[src/rtl/count_bounce_monitor_pkg.sv]
// Shared definitions for the mod-25 bounce counter and its receive-side monitor.
package count_bounce_monitor_pkg;

    localparam logic [2:0] MON_IDLE  = 3'd0;
    localparam logic [2:0] MON_LOAD  = 3'd1;
    localparam logic [2:0] MON_UP    = 3'd2;
    localparam logic [2:0] MON_DOWN  = 3'd3;
    localparam logic [2:0] MON_FAULT = 3'd4;

    // Rails shared with the counter control unit.
    localparam int DEF_TOP = 25;
    localparam int DEF_BOT = 0;

    typedef enum logic [2:0] {
        ST_IDLE  = MON_IDLE,
        ST_LOAD  = MON_LOAD,
        ST_UP    = MON_UP,
        ST_DOWN  = MON_DOWN,
        ST_FAULT = MON_FAULT
    } mon_state_e;

endpackage

[src/rtl/count_bounce_monitor_if.sv]
// Count bus between the bounce counter (master) and its monitor (slave).
interface count_bounce_monitor_if #(
    parameter int WIDTH = 5
) ();
    logic [WIDTH-1:0] count;
    logic             count_valid;

    modport master (output count, output count_valid);
    modport slave  (input  count, input  count_valid);
endinterface

[src/rtl/count_bounce_monitor_step_checker.sv]
// Combinational step classifier: decides whether count is a legal successor of prev in a phase.
module count_bounce_monitor_step_checker
    import count_bounce_monitor_pkg::*;
#(
    parameter int WIDTH = 5,
    parameter int TOP   = DEF_TOP,
    parameter int BOT   = DEF_BOT
) (
    input  logic [WIDTH-1:0] prev,
    input  logic [WIDTH-1:0] count,
    input  mon_state_e       phase,
    output logic             is_inc,
    output logic             is_dec,
    output logic             at_top,
    output logic             at_bot,
    output logic             legal
);
    localparam logic [WIDTH:0] TOP_X = (WIDTH+1)'(TOP);
    localparam logic [WIDTH:0] BOT_X = (WIDTH+1)'(BOT);
    localparam logic [WIDTH:0] ONE_X = (WIDTH+1)'(1);

    // One guard bit keeps prev-1 at 0 from aliasing with a count of all-ones.
    logic [WIDTH:0] prev_x;
    logic [WIDTH:0] count_x;

    assign prev_x  = {1'b0, prev};
    assign count_x = {1'b0, count};

    assign is_inc = (count_x == prev_x + ONE_X);
    assign is_dec = (count_x == prev_x - ONE_X);
    assign at_top = (prev_x == TOP_X);
    assign at_bot = (prev_x == BOT_X);

    always_comb begin
        legal = 1'b0;
        case (phase)
            ST_LOAD: legal = (is_inc && !at_top) || (is_dec && !at_bot);
            ST_UP:   legal = at_top ? (count_x == TOP_X - ONE_X) : is_inc;
            ST_DOWN: legal = at_bot ? (count_x == BOT_X + ONE_X) : is_dec;
            default: legal = 1'b0;
        endcase
    end

endmodule

[src/rtl/count_bounce_monitor.sv]
// Reconstructs the bounce counter's phase from its count bus, counts rail reversals
// and latches the first illegal sample.
module count_bounce_monitor
    import count_bounce_monitor_pkg::*;
#(
    parameter int WIDTH = 5,
    parameter int TOP   = DEF_TOP,
    parameter int BOT   = DEF_BOT,
    parameter int REV_W = 8
) (
    input  logic                     clock,
    input  logic                     restart_n,
    count_bounce_monitor_if.slave    bus,
    output logic                     dir_up,
    output logic [2:0]               phase,
    output logic                     rev_pulse,
    output logic [REV_W-1:0]         rev_count,
    output logic                     step_err,
    output logic [WIDTH-1:0]         err_value
);
    localparam logic [WIDTH:0] TOP_X = (WIDTH+1)'(TOP);

    mon_state_e       state_q, state_d;
    logic [WIDTH-1:0] prev_q, prev_d;
    logic             rev_pulse_q, rev_pulse_d;
    logic [REV_W-1:0] rev_count_q, rev_count_d;
    logic             step_err_q, step_err_d;
    logic [WIDTH-1:0] err_value_q, err_value_d;

    logic is_inc, is_dec, at_top, at_bot, legal;
    logic reversal;

    count_bounce_monitor_step_checker #(
        .WIDTH (WIDTH),
        .TOP   (TOP),
        .BOT   (BOT)
    ) u_step_checker (
        .prev   (prev_q),
        .count  (bus.count),
        .phase  (state_q),
        .is_inc (is_inc),
        .is_dec (is_dec),
        .at_top (at_top),
        .at_bot (at_bot),
        .legal  (legal)
    );

    assign reversal = legal && (((state_q == ST_UP) && at_top) ||
                                ((state_q == ST_DOWN) && at_bot));

    always_comb begin
        state_d     = state_q;
        prev_d      = prev_q;
        rev_pulse_d = 1'b0;
        rev_count_d = rev_count_q;
        step_err_d  = step_err_q;
        err_value_d = err_value_q;
        case (state_q)
            ST_IDLE: begin
                if (bus.count_valid) begin
                    if ({1'b0, bus.count} > TOP_X) begin
                        state_d     = ST_FAULT;
                        step_err_d  = 1'b1;
                        err_value_d = bus.count;
                    end else begin
                        state_d = ST_LOAD;
                        prev_d  = bus.count;
                    end
                end
            end
            ST_LOAD, ST_UP, ST_DOWN: begin
                if (!bus.count_valid) begin
                    state_d = ST_IDLE;
                end else if (!legal) begin
                    state_d     = ST_FAULT;
                    step_err_d  = 1'b1;
                    err_value_d = bus.count;
                end else begin
                    prev_d = bus.count;
                    if (is_inc)
                        state_d = ST_UP;
                    else if (is_dec)
                        state_d = ST_DOWN;
                    if (reversal) begin
                        rev_pulse_d = 1'b1;
                        if (rev_count_q != '1)
                            rev_count_d = rev_count_q + REV_W'(1);
                    end
                end
            end
            // FAULT is absorbing; only restart_n leaves it.
            default: state_d = ST_FAULT;
        endcase
    end

    always_ff @(posedge clock) begin
        if (!restart_n) begin
            state_q     <= ST_IDLE;
            prev_q      <= '0;
            rev_pulse_q <= 1'b0;
            rev_count_q <= '0;
            step_err_q  <= 1'b0;
            err_value_q <= '0;
        end else begin
            state_q     <= state_d;
            prev_q      <= prev_d;
            rev_pulse_q <= rev_pulse_d;
            rev_count_q <= rev_count_d;
            step_err_q  <= step_err_d;
            err_value_q <= err_value_d;
        end
    end

    assign dir_up    = (state_q == ST_UP);
    assign phase     = state_q;
    assign rev_pulse = rev_pulse_q;
    assign rev_count = rev_count_q;
    assign step_err  = step_err_q;
    assign err_value = err_value_q;

endmodule

[src/flat_wrapper.sv]
// flat-port wrapper written by rule: the top's interface ports become plain ports
module count_bounce_monitor_flat import count_bounce_monitor_pkg::*;
#(
    parameter int WIDTH = 5,
    parameter int TOP   = DEF_TOP,
    parameter int BOT   = DEF_BOT,
    parameter int REV_W = 8
)
  (clock, restart_n, dir_up, phase, rev_pulse, rev_count, step_err, err_value, bus_count, bus_count_valid);
  count_bounce_monitor_if #(.WIDTH(WIDTH)) bus_i ();
  input  logic clock;
  input  logic restart_n;
  output logic dir_up;
  output logic [2:0] phase;
  output logic rev_pulse;
  output logic [REV_W-1:0] rev_count;
  output logic step_err;
  output logic [WIDTH-1:0] err_value;
  input wire logic [$bits(bus_i.count)-1:0] bus_count;
  input wire logic [$bits(bus_i.count_valid)-1:0] bus_count_valid;
  assign bus_i.count = bus_count;
  assign bus_i.count_valid = bus_count_valid;
  count_bounce_monitor #(.WIDTH(WIDTH), .TOP(TOP), .BOT(BOT), .REV_W(REV_W)) u_core (.clock(clock), .restart_n(restart_n), .bus(bus_i), .dir_up(dir_up), .phase(phase), .rev_pulse(rev_pulse), .rev_count(rev_count), .step_err(step_err), .err_value(err_value));
endmodule
[config.mk]
export PLATFORM = sky130hd
export DESIGN_NAME = count_bounce_monitor_flat
export DESIGN_NICKNAME = d
export VERILOG_FILES = /design/src/rtl/count_bounce_monitor_pkg.sv /design/src/rtl/count_bounce_monitor_if.sv /design/src/rtl/count_bounce_monitor_step_checker.sv /design/src/rtl/count_bounce_monitor.sv /design/src/flat_wrapper.sv
export SDC_FILE = /design/constraint.sdc
export NUM_CORES = 1
export LEC_CHECK = 0
export ABC_AREA = 1
export CAP_MARGIN = 20
export CELL_PAD_IN_SITES_DETAIL_PLACEMENT = 0
export CELL_PAD_IN_SITES_GLOBAL_PLACEMENT = 2
export CORE_MARGIN = 10
export CORE_UTILIZATION = 29
export CTS_CLUSTER_SIZE = 30
export DETAILED_ROUTE_END_ITERATION = 7
export HOLD_SLACK_MARGIN = 0.02
export PLACE_DENSITY_LB_ADDON = 0.1
export SYNTH_ARGS = -nofsm -noshare
export SYNTH_HDL_FRONTEND = slang
export SYNTH_SLANG_ARGS = --single-unit
[constraint.sdc]
create_clock -name clock -period 3.8 [get_ports clock]
set_input_delay 0.57 -clock clock [delete_from_list [all_inputs] [get_ports clock]]
set_output_delay 0.57 -clock clock [all_outputs]
set_load 0.02 [all_outputs]
==> load_flow_metrics.sql <==
INSERT INTO impl_metrics (metric_group, metric, value, unit) VALUES
('run_status', 'outcome', 'finished, final reports clean', ''),
('clock_network', 'clock_tree.buffer_depth', '2', ''),
('clock_network', 'tritoncts_clock_tree', 'built', ''),
('logic_synthesis', 'synth.ff_latch_count', '23', ''),
('placement', 'place_ws', '1.141', 'ns'),
('logic_synthesis', 'synth-compound-area-share', '9.457', '%'),
('power', 'power.density_cell_area', '353.7', 'mW/mm²'),
('power', 'vdd.ir_drop.worst', '0.0001602', 'V'),
('setup_path', 'critPathMostFrequentCell', 'nand2_1', ''),
('logic_synthesis', 'synthDominantAreaCellType', 'dfxtp_1', ''),
('drt', 'drtPass1Iterations', '4', ''),
('logic_synthesis', 'synth_adder_area_share', '3.289', '%'),
('setup_path', 'timing.critical_path.required', '3.95', 'ns'),
('setup_path', 'critPathSlowestCell', 'clkdlybuf4s50_1', ''),
('drt', 'vias_per_cell', '4.455', ''),
('clock_network', 'cts_hold_buffers', '0', ''),
('placement', 'post-dp-hpwl', '3341', 'µm'),
('global_routing', 'grt_max_degree', '14', ''),
('placement', 'dpl-instance-area', '0.001843', 'mm²'),
('global_routing', 'grt_pass1_vias', '1532', ''),
('logic_synthesis', 'synth_area_leaders', 'dfxtp_1 (30%), nand2_1 (22%), a21oi_1 (5.9%), inv_1 (5.9%), nor2_1 (5.9%)', ''),
('logic_synthesis', 'synth-xor-area-share', '3.454', '%'),
('timing', 'setup_viol', '0', ''),
('clock_network', 'post_cts_resize_count', '0', ''),
('logic_synthesis', 'postSynthNetCount', '259', ''),
('power', 'static-leakage-power', '0.8722', 'nW'),
('logic_synthesis', 'synth_top_area_share', '30.26', '%'),
('global_routing', 'all_layer_gr_usage', '10.12', '%'),
('logic_synthesis', 'synth.most_common_cell', 'nand2_1', ''),
('drt', 'highest_layer', 'met4', ''),
('drt', 'routedLengthMet1', '1983', 'µm'),
('global_routing', 'grt_overflow_total', '0', ''),
('logic_synthesis', 'post_synth_instance_area', '0.001521', 'mm²'),
('flow_run', 'maxCapViolCount', '0', ''),
('drt', 'remaining_drc_errors', '0', ''),
('setup_path', 'worstPathCellList', 'clkdlybuf4s50_1 > inv_1 > nand2_1 > nand2_1 > nor2_1 > nand2_1 > nor2_1 > nand3_1 > nand2_1 > nand2_1 > nand3_4 > inv_2 > nand2_2 > nand3_1 > nand2_1 > nor2_1', ''),
('logic_synthesis', 'synth.area.mux_share', '0', '%'),
('setup_path', 'critPathBufInv', '3', ''),
('clock_network', 'post-cts-setup-buffer-count', '0', ''),
('logic_synthesis', 'dominantRegCellSynth', 'dfxtp_1', ''),
('drt', 'met3_wirelength_from_detailed_routing', '173', 'µm'),
('setup_path', 'cp-end-kind', 'flop', ''),
('drt', 'drt_iter0_drc', '27', ''),
('floorplanning', 'total_core_area', '0.005107', 'mm²'),
('cells_and_area', 'design.final.nets', '286', ''),
('floorplanning', 'die-width', '92.43', 'µm'),
('logic_synthesis', 'syn-mean-instance-area', '6.160', 'µm²'),
('drt', 'met2_routed_wirelength', '1917', 'µm'),
('logic_synthesis', 'synth-async-reset-ratio', '0', '%'),
('floorplanning', 'chip_height', '92.43', 'µm'),
('timing', 'setup_ws', '1.433', 'ns'),
('cells_and_area', 'design_area', '0.001888', 'mm²'),
('floorplanning', 'initial_utilization', '29.79', '%'),
('setup_path', 'cpLargestDelayFamily', 'simple AND/OR/NAND/NOR gates', ''),
('clock_network', 'root_buffer', 'clkbuf_8', ''),
('placement', 'gp_congestion', '0.7689', ''),
('setup_path', 'timing.critical_path.fanout_max', '10', ''),
('clock_network', 'clock_sinks', '23', ''),
('drt', 'detail_route.wirelength', '4133', 'µm'),
('setup_path', 'type_of_element_launching_the_critical_path', 'input pin', ''),
('timing', 'finalCritPeriodShare', '62.29', '%'),
('timing', 'max_slew.worst_pin.slew', '0.8199', 'ns'),
('logic_synthesis', 'part_of_the_yosys_area_used_for_sequential_elements', '30.26', '%'),
('cells_and_area', 'fin_util', '36.97', '%'),
('clock_network', 'tritoncts.num_buffers', '3', ''),
('logic_synthesis', 'warnings_synthesis', '0', ''),
('logic_synthesis', 'synth_edf_count', '0', ''),
('timing', 'slew-limit-headroom', '45.09', '%'),
('hold_path', 'hold_path.class', 'reg2reg', ''),
('cells_and_area', 'ant_diodes', '0', ''),
('timing', 'worst_hold_slack', '0.4745', 'ns');
where the power goes:
part	leakage, nW	internal [mW]	switching, mW	total [mW]
registers	0.188	0.262	0.0253	0.288
logic	0.662	0.0880	0.145	0.233
clock network	0.0228	0.0746	0.0724	0.147
worst min-delay path, cell delays in order, from the launching register on:
cell     delay, ns
dfxtp_1       0.33
nor2_1        0.05
nor2_1        0.07
per-layer routing:
metal	global-route usage [%]	vias to the layer above
met5	0	-
met4	3.856	0
met3	2.098	4
met2	16.71	23
met1	12.59	677
li1	-	824
worst paths after layout:
kind                                       from                       endpoint  slack (ns)  depth (start not counted)
setup / recovery                   bus_count[0]  u_core.prev_q[3]$_SDFFE_PN0P_        1.43                         16
hold reg to reg    u_core.step_err$_SDFFE_PN0P_   u_core.step_err$_SDFFE_PN0P_        0.47                          2
setup reg to reg  u_core.prev_q[0]$_SDFFE_PN0P_  u_core.prev_q[3]$_SDFFE_PN0P_        1.52                         17
hold / removal     u_core.step_err$_SDFFE_PN0P_   u_core.step_err$_SDFFE_PN0P_        0.47                          2
through the flow:
stage / total power [mW] / instances
after floorplan: 0.4570 / 247
after global placement: 0.5359 / 339
after detailed placement: 0.5298 / 339
after CTS: 0.6810 / 343
after global routing: 0.7256 / 343
final: 0.6678 / 343
area by class of cell:
type / instances / area (µm²)
tap: 70 / 87.58
multi-input combinational: 188 / 909.6
sequential: 23 / 460.4
inverter: 32 / 125.1
timing repair buffer: 26 / 260.3
clock buffer: 4 / 45.04
fill: 594 / 3219
placed cells by master (no fill, tap or decap), types with 2 or more instances in the layout:
cell             netlist  final
nand2_1               91     91
ha_1                   4      4
clkbuf_8               0      3
o21ai_0                2      2
clkdlybuf4s50_1        0     26
nand2_2                5      5
dfxtp_1               23     23
inv_2                  6      6
a21oi_1               18     18
xor2_1                 4      4
nor3_1                 3      3
nor2_2                 3      3
nor2_1                24     24
inv_1                 24     24
o21ai_1                4      4
nand4_1                3      3
nand3_1               17     17
xnor2_1                2      2
flip-flops by register name, indices dropped and copies added, names as in the netlist:
signal	count
u_core.err_value	5
u_core.phase	3
u_core.prev_q	5
u_core.rev_count	8
u_core.rev_pulse	1
u_core.step_err	1
kinds of logic after synthesis:
logic type      count (synthesis)
fa+ha+maj                       4
buf+inv                        36
xor+xnor                        6
compound gates                 27
flops                          23
simple gates                  151
Note: power is estimated with default switching activity, not from simulation.
